## config.mk

```make
export PLATFORM = sky130hd
export DESIGN_NAME = ram32x4_arbiter
export DESIGN_NICKNAME = d
export VERILOG_FILES = /design/src/rtl/ram32x4_arbiter.sv
export SDC_FILE = /design/constraint.sdc
export NUM_CORES = 1
export LEC_CHECK = 0
export BUFFER_PORTS_ARGS = -buffer_cell sky130_fd_sc_hd__buf_4
export CAP_MARGIN = 0
export CORE_MARGIN = 2
export CORE_UTILIZATION = 39
export CTS_CLUSTER_DIAMETER = 120
export DETAILED_ROUTE_END_ITERATION = 8
export PLACE_DENSITY = 0.78
export RECOVER_POWER = 100
export SETUP_SLACK_MARGIN = 0.15
export SYNTH_ARGS = -nofsm -noshare
export SYNTH_HDL_FRONTEND = slang
export SYNTH_SLANG_ARGS = --single-unit
```

## constraint.sdc

```tcl
create_clock -name clock -period 2 [get_ports clock]
set_clock_uncertainty 0.05 [all_clocks]
set_input_delay 0.2 -clock clock [delete_from_list [all_inputs] [get_ports clock]]
set_output_delay 0.2 -clock clock [all_outputs]
set_load 0.1 [all_outputs]
```

## src/rtl/ram32x4_arbiter.sv

```systemverilog
// Two-requester round-robin arbiter in front of a single-port 32x4 RAM with registered address.
// Optional power-up clear of the whole RAM: define RAM32X4_ARBITER_CLEAR_ON_RESET_EN.
module ram32x4_arbiter #(
  parameter int ADDR_W = 5,
  parameter int DATA_W = 4
) (
  input  logic              clock,
  input  logic              reset,
  input  logic              req_a,
  input  logic              we_a,
  input  logic [ADDR_W-1:0] addr_a,
  input  logic [DATA_W-1:0] wdata_a,
  output logic              gnt_a,
  output logic              rvalid_a,
  output logic [DATA_W-1:0] rdata_a,
  input  logic              req_b,
  input  logic              we_b,
  input  logic [ADDR_W-1:0] addr_b,
  input  logic [DATA_W-1:0] wdata_b,
  output logic              gnt_b,
  output logic              rvalid_b,
  output logic [DATA_W-1:0] rdata_b,
  output logic [ADDR_W-1:0] ram_address,
  output logic [DATA_W-1:0] ram_data,
  output logic              ram_wren,
  input  logic [DATA_W-1:0] ram_q,
  output logic              busy
);

  typedef enum logic {CLEAR, ARB} state_t;

`ifdef RAM32X4_ARBITER_CLEAR_ON_RESET_EN
  localparam state_t RESET_STATE = CLEAR;
`else
  localparam state_t RESET_STATE = ARB;
`endif

  state_t            state, state_next;
  logic              ptr_b, ptr_b_next;       // 0: A has priority on a tie
  logic [ADDR_W-1:0] clr_addr, clr_addr_next;
  logic              tag_valid, tag_valid_next;
  logic              tag_owner_b, tag_owner_b_next;

  // NOTE: sequential state uses non-blocking (<=) so every register samples pre-edge values.
  always_ff @(posedge clock or posedge reset) begin
    if (reset) begin
      state       <= RESET_STATE;
      ptr_b       <= 1'b0;
      clr_addr    <= '0;
      tag_valid   <= 1'b0;
      tag_owner_b <= 1'b0;
    end else begin
      state       <= state_next;
      ptr_b       <= ptr_b_next;
      clr_addr    <= clr_addr_next;
      tag_valid   <= tag_valid_next;
      tag_owner_b <= tag_owner_b_next;
    end
  end

  // NOTE: every output of this block gets a default first, so no path can infer a latch.
  always_comb begin
    state_next       = state;
    ptr_b_next       = ptr_b;
    clr_addr_next    = clr_addr;
    tag_valid_next   = 1'b0;
    tag_owner_b_next = tag_owner_b;
    gnt_a            = 1'b0;
    gnt_b            = 1'b0;
    ram_wren         = 1'b0;
    ram_address      = '0;
    ram_data         = '0;
    // Reset is asynchronous, so grants and RAM strobes must drop within the same cycle.
    if (!reset) begin
      unique case (state)
        CLEAR: begin
          ram_wren      = 1'b1;
          ram_address   = clr_addr;
          clr_addr_next = clr_addr + 1'b1;
          if (clr_addr == '1) state_next = ARB;
        end
        ARB: begin
          gnt_a = req_a && (!req_b || !ptr_b);
          gnt_b = req_b && !gnt_a;
          if (gnt_a) begin
            ram_wren         = we_a;
            ram_address      = addr_a;
            ram_data         = wdata_a;
            tag_valid_next   = !we_a;
            tag_owner_b_next = 1'b0;
            ptr_b_next       = 1'b1;
          end else if (gnt_b) begin
            ram_wren         = we_b;
            ram_address      = addr_b;
            ram_data         = wdata_b;
            tag_valid_next   = !we_b;
            tag_owner_b_next = 1'b1;
            ptr_b_next       = 1'b0;
          end
        end
        default: state_next = ARB;
      endcase
    end
  end

  // RAM q reflects the address registered at the grant edge, so the tag lines it up with its owner.
  assign rvalid_a = tag_valid && !tag_owner_b;
  assign rvalid_b = tag_valid && tag_owner_b;
  assign rdata_a  = rvalid_a ? ram_q : '0;
  assign rdata_b  = rvalid_b ? ram_q : '0;

`ifdef RAM32X4_ARBITER_CLEAR_ON_RESET_EN
  assign busy = (state == CLEAR);
`else
  assign busy = 1'b0;
`endif

endmodule
```

==> results.ini, run 1 <==
[run_status]
outcome = finished clean

[finish]
final_nets = 168
area_growth_pct = 101
drive_above_1_share_pct = 61.3
n_fill_cell = 104
finish.utilization_pct = 81.6
diodes = 0
final_common_cell = buf_4
final_cell_mix = 35 x buf_4, 10 x clkbuf_2, 8 x nand2_1

[min_path]
hp-start = we_b
hp-class = in2reg
holdPathEnd = tag_valid$_DFF_PP0_
min_path_cells = 3

[sta]
max_freq_ghz = 0.523
slew_headroom_pct = 63.5
setup_tns_ns = 0
rsz0062_at_grt = yes
maxSlewViolCount = 0
fin_crit_sh_pct = 95.6
final_hold_viol_count = 0
finalSetupViolCount = 0
layout_setup_ws_ns = 0.0877
min_period_ns = 1.91
tightest_slew_ns = 0.549

[placement]
gp_congestion = 0.717
dpl_worst_slack_ns = 0.196
hpwl_um = 1660
io_buffers = 49

[yosys]
ys_warn_count = 0
avgSynthCellArea_um2 = 8.57
syn_nets = 109
netlist_instances = 79
ys_seq_area_share_pct = 33.5
ys_ff_latch = 9
yosysUniqueCellTypes = 29
synthesis.area_um2 = 677

[clocking]
clock_sink_count = 9
cts_max_level = 1
numCtsBuffers = 3
cts.clk_slew.worst_paths_ns = 0.06
cts_tree = built
cts-root-buf = clkbuf_4
worstSkewPairLatency_ns = 0.26
clockBufferDepth = 2

[setup_path]
r2r_cells = 4
reg2reg_slack_ns = 0.48
cp_data_arrival_time_ns = 1.66
cp_data_required_time_ns = 1.75
path_class = reg2out
reg2reg_from = clr_addr[0]$_DFFE_PP0P_
rr_endpoint = clr_addr[4]$_DFFE_PP0P_
crit_path_end_kind = output port
worstSetupStartpointType = flip-flop
crit_fanout = 7

[route]
dr.pass1.iters = 4
post_drt_wl_per_cell_um = 16.8
drc_errors = 0
drt_iter0_markers = 25
drt_wl_total_um = 2590
via_per_inst = 5.44
vias = 837
postRouteAntennaNets = 0

[floorplan]
die_h_um = 45.7
rows = 15
boundaryPins = 51
die-area_mm2 = 0.00208
die-width_um = 45.7
initial_utilization_pct = 40.5
core_mm2 = 0.00167

[power_and_ir_drop]
p_leak_nw = 0.670
p_total_mw = 1.77
irDropWorstVdd_mv = 0.993
p_per_area_mw_per_mm2 = 1300

[global_routing]
grt.overflow.total = 0
grt_util_all_layers_pct = 27.0
grt_pass1_wl_um = 3970
grt_antenna_before_repair = 0
grt_max_degree = 11
grt_pass1_vias = 886

[job]
drv_cap = 0

[power by group]
group / switching, mW / internal, mW / leakage [nW] / total [mW]
clock: 0.0643 / 0.0770 / 0.0150 / 0.141
sequential: 0.110 / 0.274 / 0.106 / 0.384
combinational: 0.805 / 0.438 / 0.549 / 1.24
total: 0.979 / 0.789 / 0.670 / 1.77
[through the flow]
step / hold slack (ns) / area, um^2 / cells
after detailed placement: 0.262 / 1190 / 142
after global routing: 0.250 / 1360 / 154
after CTS: 0.209 / 1390 / 152
after global placement: 0.252 / 1190 / 142
after floorplan: 0.233 / 821 / 79
final: 0.233 / 1360 / 154
[critical path: stages, from the launching register on]
cell and delay [ns]:
dfstp_2 0.59, buf_4 0.19, inv_1 0.10, a31oi_1 0.24, a21oi_2 0.10, buf_6 0.19
[sequential cells by signal, summed over array words and instances, names as in the netlist]
signal	cells
ptr_b	1
tag_owner_b	1
state	1
clr_addr	5
tag_valid	1
[how the worst max path moves through the flow]
stage,start,endpoint,slack [ns],depth (start not counted)
finish,state$_DFFE_PP1N_,ram_wren,0.09,5
global route,ptr_b$_DFFE_PP0P_,ram_address[0],0.03,4
CTS,state$_DFFE_PP1N_,ram_data[0],0.10,4
detailed placement,state$_DFFE_PP1N_,ram_data[2],0.20,4
global placement,state$_DFFE_PP1N_,ram_data[0],0.24,4
floorplan,state$_DFFE_PP1N_,ram_data[0],-0.02,3
[routing by layer]
layer  vias to the layer above  wire [um]  track usage [%]
met2                        43       1370             45.9
met4                         0         45             17.1
met1                       396       1010             30.4
met5                         -          0                0
li1                        394          -                -
met3                         4        165             5.16
[cells in the mapped netlist]
cell type / count / area [um^2]
dfrtp_1: 8 / 200
nand2_1: 8 / 30.0
nor2_1: 6 / 22.5
a22o_1: 5 / 43.8
and2_1: 5 / 31.3
and3_1: 5 / 31.3
inv_1: 5 / 18.8
a311oi_1: 4 / 35.0
buf_2: 4 / 20.0
nand3_1: 4 / 20.0
a21oi_1: 2 / 10.0
a31oi_1: 2 / 12.5
ha_1: 2 / 25.0
mux2_2: 2 / 22.5
nand3b_1: 2 / 15.0
xnor2_1: 2 / 17.5
a211oi_1: 1 / 7.51
a21boi_2: 1 / 11.3
a21o_1: 1 / 7.51
a21oi_2: 1 / 8.76
and4_1: 1 / 8.76
buf_4: 1 / 7.51
conb_1: 1 / 3.75
dfstp_2: 1 / 26.3
nand2b_4: 1 / 13.8
nand4_1: 1 / 6.26
nor2b_1: 1 / 6.26
o21ai_0: 1 / 5.00
xor2_1: 1 / 8.76
[cells by family (layout without fill, tap and decap cells)]
kind of cell             after synthesis  count (layout)  synth area share [%]
AND/OR/NAND/NOR                       34              34                  27.4
AO/OA/AOI/OAI                         18              18                  20.9
buffers and inverters                 10              68                  6.84
flip-flops                             9               9                  33.5
XOR/XNOR                               3               3                  3.88
adder cells (fa/ha/maj)                2               2                  3.70
multiplexers                           2               2                  3.33
other                                  1               1                 0.554
[repair_timing]
item	CTS	global route
gates cloned	0	0
buffers inserted	5	2
pin swaps	4	4
endpoints found under the hold margin	8	0
hold buffers	1	0
gates resized for setup	30	3
setup endpoints to repair	12	11
[layout make-up]
class,instances,area [um^2],area share (%)
multi-input cells,60,574,42.1
inverters,5,18.8,1.38
well taps,17,21.3,1.56
flip-flops and latches,9,228,16.7
repair buffers,59,495,36.3
clock buffers,4,26.3,1.93
Note: power is estimated with default switching activity, not from simulation.
==> inputs of run 2 (changes only) <==
--- a/config.mk
+++ b/config.mk
@@ -13,3 +13,3 @@
 export DETAILED_ROUTE_END_ITERATION = 8
-export PLACE_DENSITY = 0.78
+export PLACE_DENSITY = 0.83
 export RECOVER_POWER = 100
==> constraint.sdc (replaced) <==
create_clock -name clock -period 2 [get_ports clock]
set_clock_uncertainty 0.05 [all_clocks]
set_input_delay 0.3 -clock clock [delete_from_list [all_inputs] [get_ports clock]]
set_output_delay 0.3 -clock clock [all_outputs]
set_load 0.1 [all_outputs]
==> run 2 against run 1 <==
Effect of this change: global-route usage increased by 2.3 points; count of clock-buffer cells in the layout unchanged; clock power increased by 5%; register-to-register slack about the same; non-clock buffer count decreased by 3; core utilization increased by 4.3 points; the run now ends with setup timing left; power increased by 4.9%; critical path depth decreased by 1; largest cell class unchanged.
==> results.ini, run 2 (synthesis results as in run 1) <==
[run_status]
outcome = finished, violations left
violations = setup timing

[power_and_ir_drop]
p_per_area_mw_per_mm2 = 1290  ; -0.35%
power.share.clock_pct = 8.0  ; about the same
irDropWorstVdd_mv = 1.04  ; +4.8%
p_int_mw = 0.855  ; +8.4%
combPwrFrac_pct = 71.3  ; +1.0 points
p_sw_share_pct = 53.9  ; -1.5 points
p_leak_nw = 0.693  ; +3.5%
p_switching_mw = 0.999  ; +2.0%
seq_power_share_pct = 20.7  ; -1.0 points

[setup_path]
crit_chain = nand3b_1 > a21oi_4 > a22o_4 > buf_12
cp_data_required_time_ns = 1.65  ; -0.10 ns
cp_data_arrival_time_ns = 1.66  ; about the same
cpPeakStageDelay_ns = 0.58  ; about the same
worst_path_max_delay_cell = dfstp_2
crit_fanout = 7  ; unchanged
crit_path_end_kind = output port
worstSetupStartpointType = flip-flop
path_class = reg2out

[floorplan]
die_h_um = 45.7  ; unchanged
core_mm2 = 0.00167  ; unchanged
die-area_mm2 = 0.00208  ; unchanged
die-width_um = 45.7  ; unchanged
rows = 15  ; unchanged
initial_utilization_pct = 40.5  ; unchanged
boundaryPins = 51  ; unchanged

[global_routing]
grt_pass1_wl_um = 4160  ; +4.7%
grt_pass1_vias = 931  ; +5.1%
grt_util_all_layers_pct = 29.3  ; +2.3 points
grt_antenna_before_repair = 0  ; unchanged
grt_max_degree = 11  ; unchanged
grt.overflow.total = 0  ; unchanged

[finish]
drive_above_1_share_pct = 64.2  ; +2.9 points
final_common_cell = buf_4
final_cell_mix = 42 x buf_4, 11 x buf_12, 7 x dfrtp_1
diodes = 0  ; unchanged
final_nets = 165  ; -1.8%
largest_register = clr_addr
largest_reg_flops = 5  ; unchanged
n_fill_cell = 89  ; -14%
area_growth_pct = 112

[clocking]
cts_tree = built
cts_max_level = 1  ; unchanged
clockBufferDepth = 2  ; unchanged
worstSkewPairLatency_ns = 0.27  ; about the same
cts.clk_slew.worst_paths_ns = 0.06  ; about the same
cts-root-buf = clkbuf_4
clock_sink_count = 9  ; unchanged
numCtsBuffers = 3  ; unchanged

[job]
drv_cap = 0  ; unchanged

[sta]
final_hold_viol_count = 0  ; unchanged
max_freq_ghz = 0.498  ; -4.7%
tightest_slew_ns = 0.522  ; -0.0278 ns
finalSetupViolCount = 1  ; +1
layout_setup_ws_ns = -0.00657  ; -0.0943 ns
fin_crit_sh_pct = 100  ; +4.7 points
rsz0062_at_grt = yes
maxSlewViolCount = 0  ; unchanged
min_period_ns = 2.01  ; +0.0943 ns
setup_tns_ns = -0.00657  ; -0.00657 ns
slew_headroom_pct = 65.2  ; +1.7 points

[route]
post_drt_wl_per_cell_um = 17.8  ; +5.8%
drt_wl_total_um = 2690  ; +3.8%
drc_errors = 0  ; unchanged
vias = 854  ; +2.0%
postRouteAntennaNets = 0  ; unchanged
drt_iter0_markers = 18  ; -28%
dr.pass1.iters = 4  ; unchanged
via_per_inst = 5.66  ; +4.1%

[placement]
hpwl_um = 1710  ; +3.0%
io_buffers = 49  ; unchanged
dpl_worst_slack_ns = 0.168  ; -0.0273 ns
gp_congestion = 0.752  ; +4.8%

[min_path]
hp-class = in2async

## run 2: cell types whose count changed in the layout (fill, tap and decap cells not counted), moves of 3 or more
cell | before | now
clkbuf_4 | 6 | 3
buf_12 | 6 | 11
nand2_1 | 8 | 4
nand2_2 | 0 | 4
buf_4 | 35 | 42
and2_2 | 4 | 0
clkbuf_2 | 10 | 0
and2_4 | 0 | 4
## run 2: what timing repair did
action	in CTS	in global routing
endpoints found under the hold margin	0	0
hold buffers	0	0
gates resized for setup	36	4
endpoints found under the setup margin	12	12
setup buffers	4	1
pin swaps	9	1
## run 2: worst max-delay path, delay by kind of cell (launching register included)
family                 cells  cell delay (ns)
DFF                        1             0.58
AOI/OAI and AO/OA          2             0.47
buffers and inverters      1             0.17
and+or+nand+nor            1             0.15
## run 2: per-stage QoR
stage / total power, mW / cell area [um^2] / hold WS [ns] / utilization [%] / std cells
floorplan: 1.25 / 853 / 0.244 / - / 79
global placement: 1.44 / 1220 / 0.354 / 72.8 / 142
detailed placement: 1.46 / 1220 / 0.364 / 72.8 / 142
CTS: 1.81 / 1420 / 0.0839 / 84.7 / 150
global route: 1.93 / 1440 / 0.270 / 85.9 / 151
finish: 1.85 / 1440 / 0.225 / 85.9 / 151
## run 2: layout make-up
class | instances | area [um^2] | area share (%)
Clock buffer | 4 | 26.3 | 1.83
Inverter | 5 | 18.8 | 1.31
Multi-Input combinational cell | 60 | 576 | 40.1
Sequential cell | 9 | 228 | 15.9
Tap cell | 17 | 21.3 | 1.48
Timing Repair Buffer | 56 | 566 | 39.4
## run 2: worst paths after layout
kind / start / endpoint / slack, ns / depth (start not counted)
max in group asynchronous: reset / ptr_b$_DFFE_PP0P_ / 1.30 / 3
worst min-delay path: reset / tag_valid$_DFF_PP0_ / 0.22 / 3
worst min register to register: clr_addr[3]$_DFFE_PP0P_ / clr_addr[3]$_DFFE_PP0P_ / 0.48 / 1
worst max-delay path: state$_DFFE_PP1N_ / ram_data[3] / -0.007 / 4
min in group clock: we_b / tag_valid$_DFF_PP0_ / 0.33 / 3
worst max register to register: clr_addr[0]$_DFFE_PP0P_ / clr_addr[4]$_DFFE_PP0P_ / 0.49 / 4
## run 2: routing by layer
layer,GRT usage (%),part of all wire [%]
met5,0,0
met4,22.9,4.4
met3,7.54,7.3
met2,50.4,51
met1,29.4,37
## run 2: power groups by stage
stage,Clock (mW),Combinational [mW],Sequential [mW]
after CTS,0.146,1.28,0.376
after global routing,0.157,1.37,0.398
after floorplan,0,0.888,0.361
final,0.148,1.32,0.383
after detailed placement,0,1.06,0.397
after global placement,0,1.05,0.391
